==> config.mk <==
export PLATFORM = sky130hd
export DESIGN_NAME = crc5_check_flat
export DESIGN_NICKNAME = d
export VERILOG_FILES = /design/src/rtl/crc5_check_if.sv /design/src/rtl/crc5_check.sv /design/src/flat_wrapper.sv
export SDC_FILE = /design/constraint.sdc
export NUM_CORES = 1
export LEC_CHECK = 0
export CORE_MARGIN = 1.5
export CORE_UTILIZATION = 54
export DETAILED_ROUTE_END_ITERATION = 8
export GPL_ROUTABILITY_DRIVEN = 0
export PLACE_DENSITY = 0.87
export SLEW_MARGIN = 30
export SYNTH_ARGS = -nofsm -noshare
export SYNTH_HDL_FRONTEND = slang
export SYNTH_SLANG_ARGS = --single-unit
==> constraint.sdc <==
create_clock -name clk -period 4.68 [get_ports clk]
set_input_delay 0.468 -clock clk [delete_from_list [all_inputs] [get_ports clk]]
set_output_delay 0.468 -clock clk [all_outputs]
set_load 0.005 [all_outputs]
==> src/rtl/crc5_check_if.sv <==
// Byte-stream bus between the receive aligner and the CRC5 checker.
// The master drives frame bytes; the slave reports the check result.
interface crc5_check_if;
  logic       enable;
  logic [7:0] din;
  logic       done;
  logic       pass;
  logic       err;
  logic [4:0] crc_out;
  logic [7:0] len;

  modport master (
    output enable, din,
    input  done, pass, err, crc_out, len
  );

  modport slave (
    input  enable, din,
    output done, pass, err, crc_out, len
  );
endinterface

==> src/rtl/crc5_check.sv <==
// Receive-side CRC5 checker (x^5 + x^2 + 1, init 5'h1F, one byte per cycle).
// The last byte of each enable window is the transmitted CRC byte {3'b000, crc}.
//
//   state | meaning
//   WAIT  | idle, waiting for the first byte of a frame
//   WORK  | frame in progress, folding each byte one cycle late
//   DONE  | done pulse cycle; a new frame may start here
module crc5_check (
  input  logic        clk,
  input  logic        rst_n,
  crc5_check_if.slave bus
);

  typedef enum logic [1:0] {
    WAIT = 2'd0,
    WORK = 2'd1,
    DONE = 2'd2
  } state_t;

  state_t     r_state;
  logic [4:0] r_crc;
  logic [7:0] r_hold;
  logic [7:0] r_len;
  logic       r_done;
  logic       r_pass;
  logic       r_err;

  state_t     w_state;
  logic [4:0] w_crc;
  logic [7:0] w_hold;
  logic [7:0] w_len;
  logic       w_done;
  logic       w_pass;
  logic       w_err;
  logic       w_match;

  function automatic logic [4:0] crc5_step(input logic [4:0] c, input logic [7:0] d);
    logic [4:0] n;
    n[0] = c[0] ^ c[2] ^ c[3] ^ d[0] ^ d[3] ^ d[5] ^ d[6];
    n[1] = c[1] ^ c[3] ^ c[4] ^ d[1] ^ d[4] ^ d[6] ^ d[7];
    n[2] = c[0] ^ c[3] ^ c[4] ^ d[0] ^ d[2] ^ d[3] ^ d[6] ^ d[7];
    n[3] = c[0] ^ c[1] ^ c[4] ^ d[1] ^ d[3] ^ d[4] ^ d[7];
    n[4] = c[1] ^ c[2] ^ d[2] ^ d[4] ^ d[5];
    return n;
  endfunction

  // The held byte is the CRC byte once enable drops; a lone byte has no payload.
  assign w_match = (r_len >= 8'd2) && (r_hold[7:5] == 3'b000) && (r_hold[4:0] == r_crc);

  always_comb begin
    w_state = r_state;
    w_crc   = r_crc;
    w_hold  = r_hold;
    w_len   = r_len;
    w_done  = 1'b0;
    w_pass  = r_pass;
    w_err   = r_err;
    case (r_state)
      WAIT, DONE: begin
        if (bus.enable) begin
          w_state = WORK;
          w_crc   = 5'h1F;
          w_hold  = bus.din;
          w_len   = 8'd1;
        end else begin
          w_state = WAIT;
        end
      end
      WORK: begin
        if (bus.enable) begin
          w_crc  = crc5_step(r_crc, r_hold);
          w_hold = bus.din;
          w_len  = (r_len == 8'hFF) ? 8'hFF : r_len + 8'd1;
        end else begin
          w_state = DONE;
          w_done  = 1'b1;
          w_pass  = w_match;
          w_err   = !w_match;
        end
      end
      default: w_state = WAIT;
    endcase
  end

  always_ff @(posedge clk or negedge rst_n) begin
    if (!rst_n) begin
      r_state <= WAIT;
      r_crc   <= 5'h1F;
      r_hold  <= 8'h00;
      r_len   <= 8'h00;
      r_done  <= 1'b0;
      r_pass  <= 1'b0;
      r_err   <= 1'b0;
    end else begin
      r_state <= w_state;
      r_crc   <= w_crc;
      r_hold  <= w_hold;
      r_len   <= w_len;
      r_done  <= w_done;
      r_pass  <= w_pass;
      r_err   <= w_err;
    end
  end

  assign bus.done    = r_done;
  assign bus.pass    = r_pass;
  assign bus.err     = r_err;
  assign bus.crc_out = r_crc;
  assign bus.len     = r_len;

endmodule

==> src/flat_wrapper.sv <==
// flat-port wrapper written by rule: the top's interface ports become plain ports
module crc5_check_flat 
  (clk, rst_n, bus_enable, bus_din, bus_done, bus_pass, bus_err, bus_crc_out, bus_len);
  crc5_check_if bus_i ();
  input  logic clk;
  input  logic rst_n;
  input wire logic [$bits(bus_i.enable)-1:0] bus_enable;
  input wire logic [$bits(bus_i.din)-1:0] bus_din;
  output wire logic [$bits(bus_i.done)-1:0] bus_done;
  output wire logic [$bits(bus_i.pass)-1:0] bus_pass;
  output wire logic [$bits(bus_i.err)-1:0] bus_err;
  output wire logic [$bits(bus_i.crc_out)-1:0] bus_crc_out;
  output wire logic [$bits(bus_i.len)-1:0] bus_len;
  assign bus_i.enable = bus_enable;
  assign bus_i.din = bus_din;
  assign bus_done = bus_i.done;
  assign bus_pass = bus_i.pass;
  assign bus_err = bus_i.err;
  assign bus_crc_out = bus_i.crc_out;
  assign bus_len = bus_i.len;
  crc5_check u_core (.clk(clk), .rst_n(rst_n), .bus(bus_i));
endmodule
After elaboration in Yosys (flattened, before gate mapping)

Cells that the tools add are included.

Output and inout bits: 16
Input bits: 11
Flip-flop bits (word level): 26
Word-level logic and storage cells: 69

Multiplexer cells: 12
Bitwise gates (word level): 30
Order comparisons: 1
Reductions and logical operators: 11
$add $sub $neg: 1
Equal/unequal tests: 7

Operators with widths:

| operator                                                          | number |
|---|---|
| bitwise XOR 1 bit                                                 | 29 |
| 2-to-1 mux 8 bit                                                  | 3 |
| case mux 8 bit (2 select lines)                                   | 1 |
| 2-to-1 mux 5 bit                                                  | 2 |
| case mux 5 bit (2 select lines)                                   | 1 |
| adder 8 x 1 -> 8 bit, second input constant                       | 1 |
| == test 8 bit, second input constant                              | 1 |
| greater-or-equal comparator 8 x 2 -> 1 bit, second input constant | 1 |
| != test 2 bit, second input constant                              | 3 |
| == test 5 bit                                                     | 1 |
| case mux 2 bit (2 select lines)                                   | 1 |
| AND reduction 2 bit                                               | 2 |
| zero test 3 bit                                                   | 1 |
| 2-to-1 mux 1 bit                                                  | 3 |
| AND reduction 3 bit                                               | 1 |
| OR reduction 3 bit                                                | 1 |
| == test 2 x 1 -> 1 bit, second input constant                     | 1 |
| == test 2 bit, second input constant                              | 1 |
| logical AND 1 bit                                                 | 2 |
| zero test 2 bit                                                   | 1 |
| 2-to-1 mux 2 bit                                                  | 1 |
| nonzero test 2 bit                                                | 1 |
| OR reduction 2 bit                                                | 1 |
| zero test 1 bit                                                   | 1 |
| inverter 1 bit                                                    | 1 |

Longest topological paths before layout

Depth after elaboration: 9
Mapped depth: 7

Worst setup path after synthesis

No wires, ideal clock.

Path type: register to register
From: register u_core.r_crc[0] (netlist: u_core.bus.crc_out[0])
To: register u_core.r_crc[2] (netlist: u_core.bus.crc_out[2])
Buffers on the path: 0
Setup time: 0.080 ns
Required time: 4.600 ns
Arrival: 1.467 ns
Setup slack: 3.134 ns
Cell stages (with the launch flop): 5
Cells stage by stage: dfstp_2 -> xor2_1 -> xnor3_1 -> xnor3_1 -> o22a_1

Word-level cells in the longest chain between the ends: 9

Ends and longest elaborated chain:

| element                         | line             | source |
|---|---|---|
| start: declaration              | crc5_check.sv:21 | `logic [4:0] r_crc;` |
| start signal: assignment        | crc5_check.sv:96 | `r_crc <= w_crc;` |
| bitwise XOR 1 bit (7 in series) | crc5_check.sv:41 | `n[2] = c[0] ^ c[3] ^ c[4] ^ d[0] ^ d[2] ^ d[3] ^ d[6] ^ d[7];` |
| 2-to-1 mux 5 bit                | crc5_check.sv:70 | `if (bus.enable) begin` |
| case mux 5 bit (2 select lines) | crc5_check.sv:58 | `case (r_state)` |

No other way between the ends. The select of a mux whose other input is x is not followed.
A chain may end at the register's enable or synchronous reset.

Worst setup path after layout

From: register u_core.r_crc[4] (netlist: u_core.bus.crc_out[4])
To: output bus_crc_out[4]

RTL lines:

| element          | line               | source |
|---|---|---|
| end: declaration | flat_wrapper.sv:12 | `output wire logic [$bits(bus_i.crc_out)-1:0] bus_crc_out;` |

No word-level cell between the ends.

==> impl_metrics.ini <==
[die]
dieWidth_microns = 53.0
die_height_microns = 53.0
core.rowCount = 17
core_area_sq_mm = 0.00228
io_pins = 27
dieArea_sq_mm = 0.00280
initial_core_util = 0.592

[flow_run]
maxCapViolCount = 0

[setup_path]
ff2ff_setup_slack_ns = 3.00
startpoint = u_core.bus.crc_out[4]
critPathLaunchType = register
r2r-end = u_core.bus.crc_out[1]
slowest_stage = dfstp_2
cpLargestDelayFamily = flip-flops
path_max_fanout = 4
end_kind = output pin
worstPathRequired_ns = 4.21
critPathKind = register to output pin
max_stage_delay_ns = 0.61
rr_worst_depth = 4
path_buf_inv = 1
r2r-start = u_core.bus.crc_out[1]
path_cells = clkdlybuf4s50_1
arrival_ns = 1.44

[route]
dr.pass1.iters = 4
vias = 1054
ant_nets = 0
wl_per_cell_microns = 15.0
routed_wl_mm = 2.71
viasPerCell = 5.86
drt_first_iter_violations = 34
drc_errors = 0

[power]
combPwrFrac = 0.414
p_seq_frac = 0.450
p_per_area_mw_per_mm2 = 434
finalPower_uw = 722
p_int_uw = 488
p_sw_uw = 234
leakagePower_uw = 0.000688
swShare = 0.324
pwr-share-clk = 0.136
ir_worst_vdd_v = 0.000361

[synth]
syn-cell-area_sq_mm = 0.00135
synth_nets = 137
synth_cells = 124
yosys_warnings = 0
ys_ff_latch = 26
synth_seq_area_share = 0.487
ys_types = 34
syn_avg_cell_area_sq_um = 10.9

[clocking]
cts_htree_levels = 1
cts-resized-gates = 0
cts_tree = built
clock_sinks = 26
path_clk_slew_ns = 0.13
clock_path_buffers = 2
worstSkewPairLatency_ns = 0.32
cts_made_buffers = 3
post_cts_buffers = 0
clockRootBuffer = clkbuf_4
cts_hold_buf = 0

[layout]
layout-drive-gt1-share = 0.118
antenna_cells = 0
finalNetCount = 166
fin_area_sq_mm = 0.00166
areaGrowthSynthToFinish_pct = 23.5
final_cell_mix = 26 x clkdlybuf4s50_1, 21 x dfrtp_1, 10 x a21oi_1
layout_commonest_cell = clkdlybuf4s50_1

[sta]
drv_slew = 0
fin_ws_ns = 2.78
layout_min_cycle_time_ns = 1.90
period_share = 0.407
relSlewSlack = 0.688
rsz0062_at_grt = no
setup_viol = 0
finClkSkew_ns = 0.00246
worst_pin_slew_ns = 0.467
setup_tns_ns = 0
max_freq_mhz = 525
whs_ns = 0.491
hold_violations = 0

[global_route]
grt_overflow = 0
grt_use_total = 0.228
grt_pass1_vias = 984
grt_pass1_wl_mm = 4.64
grt_max_degree = 27
grt_antenna_before_repair = 0

[status]
status = completed

[placement]
port_buffers = 26
hpwl_mm = 2.07
place_area_sq_mm = 0.00164
dp_slack_ns = 2.61

[worst_hold_path]
hold_path.class = primary input to async pin
## metal layers
| metal | up-vias | GRT usage | wire length [microns] |
|---|---|---|---|
| met5 | - | 0 | 0 |
| met4 | 0 | 0.0812 | 40 |
| li1 | 495 | - | - |
| met1 | 514 | 0.307 | 1190 |
| met3 | 6 | 0.0282 | 145 |
| met2 | 39 | 0.379 | 1340 |
## worst max-delay path by stage
stage / end / slack, ns / cells after the start
finish: bus_crc_out[4] / 2.78 / 1
detailed placement: u_core.bus.err / 2.61 / 5
global route: bus_crc_out[2] / 2.74 / 1
global placement: u_core.bus.err / 2.63 / 5
floorplan: u_core.bus.crc_out[2] / 3.13 / 4
CTS: bus_crc_out[4] / 2.77 / 1
## kinds of logic after synthesis
group | count (synthesis) | synth area share
adder cells (fa/ha/maj) | 2 | 0.0186
buffers and inverters | 8 | 0.0232
flip-flops | 26 | 0.487
XOR/XNOR | 18 | 0.148
multiplexers | 8 | 0.0669
AO/OA/AOI/OAI | 28 | 0.123
AND/OR/NAND/NOR | 34 | 0.134
## power groups by stage
stage	combinational [uW]	sequential [uW]	clock, uW
4_1_cts	299	324	98.9
6_report	299	325	98.0
3_5_place_dp	297	328	0
3_3_place_gp	291	325	0
5_1_grt	330	331	107
2_1_floorplan	203	320	0
## flip-flops by register name, summed over array words and instances (netlist names)
signal              count
u_core.bus.pass         1
u_core.r_hold           8
u_core.bus.crc_out      5
u_core.bus.done         1
u_core.bus.err          1
u_core.r_state          2
u_core.bus.len          8
## synthesized netlist by cell type (all sizes together)
cell      n  area [sq um]
and3b     1          8.76
ha        2          25.0
mux2      8          90.1
nand3     2          10.0
nor3      1          5.00
o21ai    10          50.0
and4      1          8.76
a2bb2oi   2          17.5
and3      1          6.26
o41ai     1          8.76
xnor3     3          67.6
dfrtp    21           526
o21a      1          7.51
or2       1          6.26
inv       5          18.8
nor2      8          30.0
xnor2     8          70.1
nor3b     2          15.0
buf       1          5.00
xor2      7          61.3
a31oi     1          6.26
nand2b    3          18.8
o22a      1          8.76
nand2     7          26.3
nand4     3          18.8
nor4      3          18.8
a21o      1          7.51
a21oi    10          50.1
dfstp     5           131
clkbuf    2          7.51
a22o      1          8.76
nand3b    1          7.51
## final cells by class
| type | instances | area [sq um] |
|---|---|---|
| repair buffers | 27 | 268 |
| inverters | 5 | 18.8 |
| fillers | 161 | 612 |
| flip-flops and latches | 26 | 657 |
| multi-input cells | 90 | 659 |
| well taps | 28 | 35.0 |
| clock buffers | 4 | 26.3 |
## per-stage QoR
stage | std cells | utilization
after floorplan | 124 | -
after detailed placement | 176 | 0.720
after global placement | 176 | 0.720
final | 180 | 0.731
after global routing | 180 | 0.731
after CTS | 180 | 0.731
No activity file was read; power rests on OpenSTA's default activity.
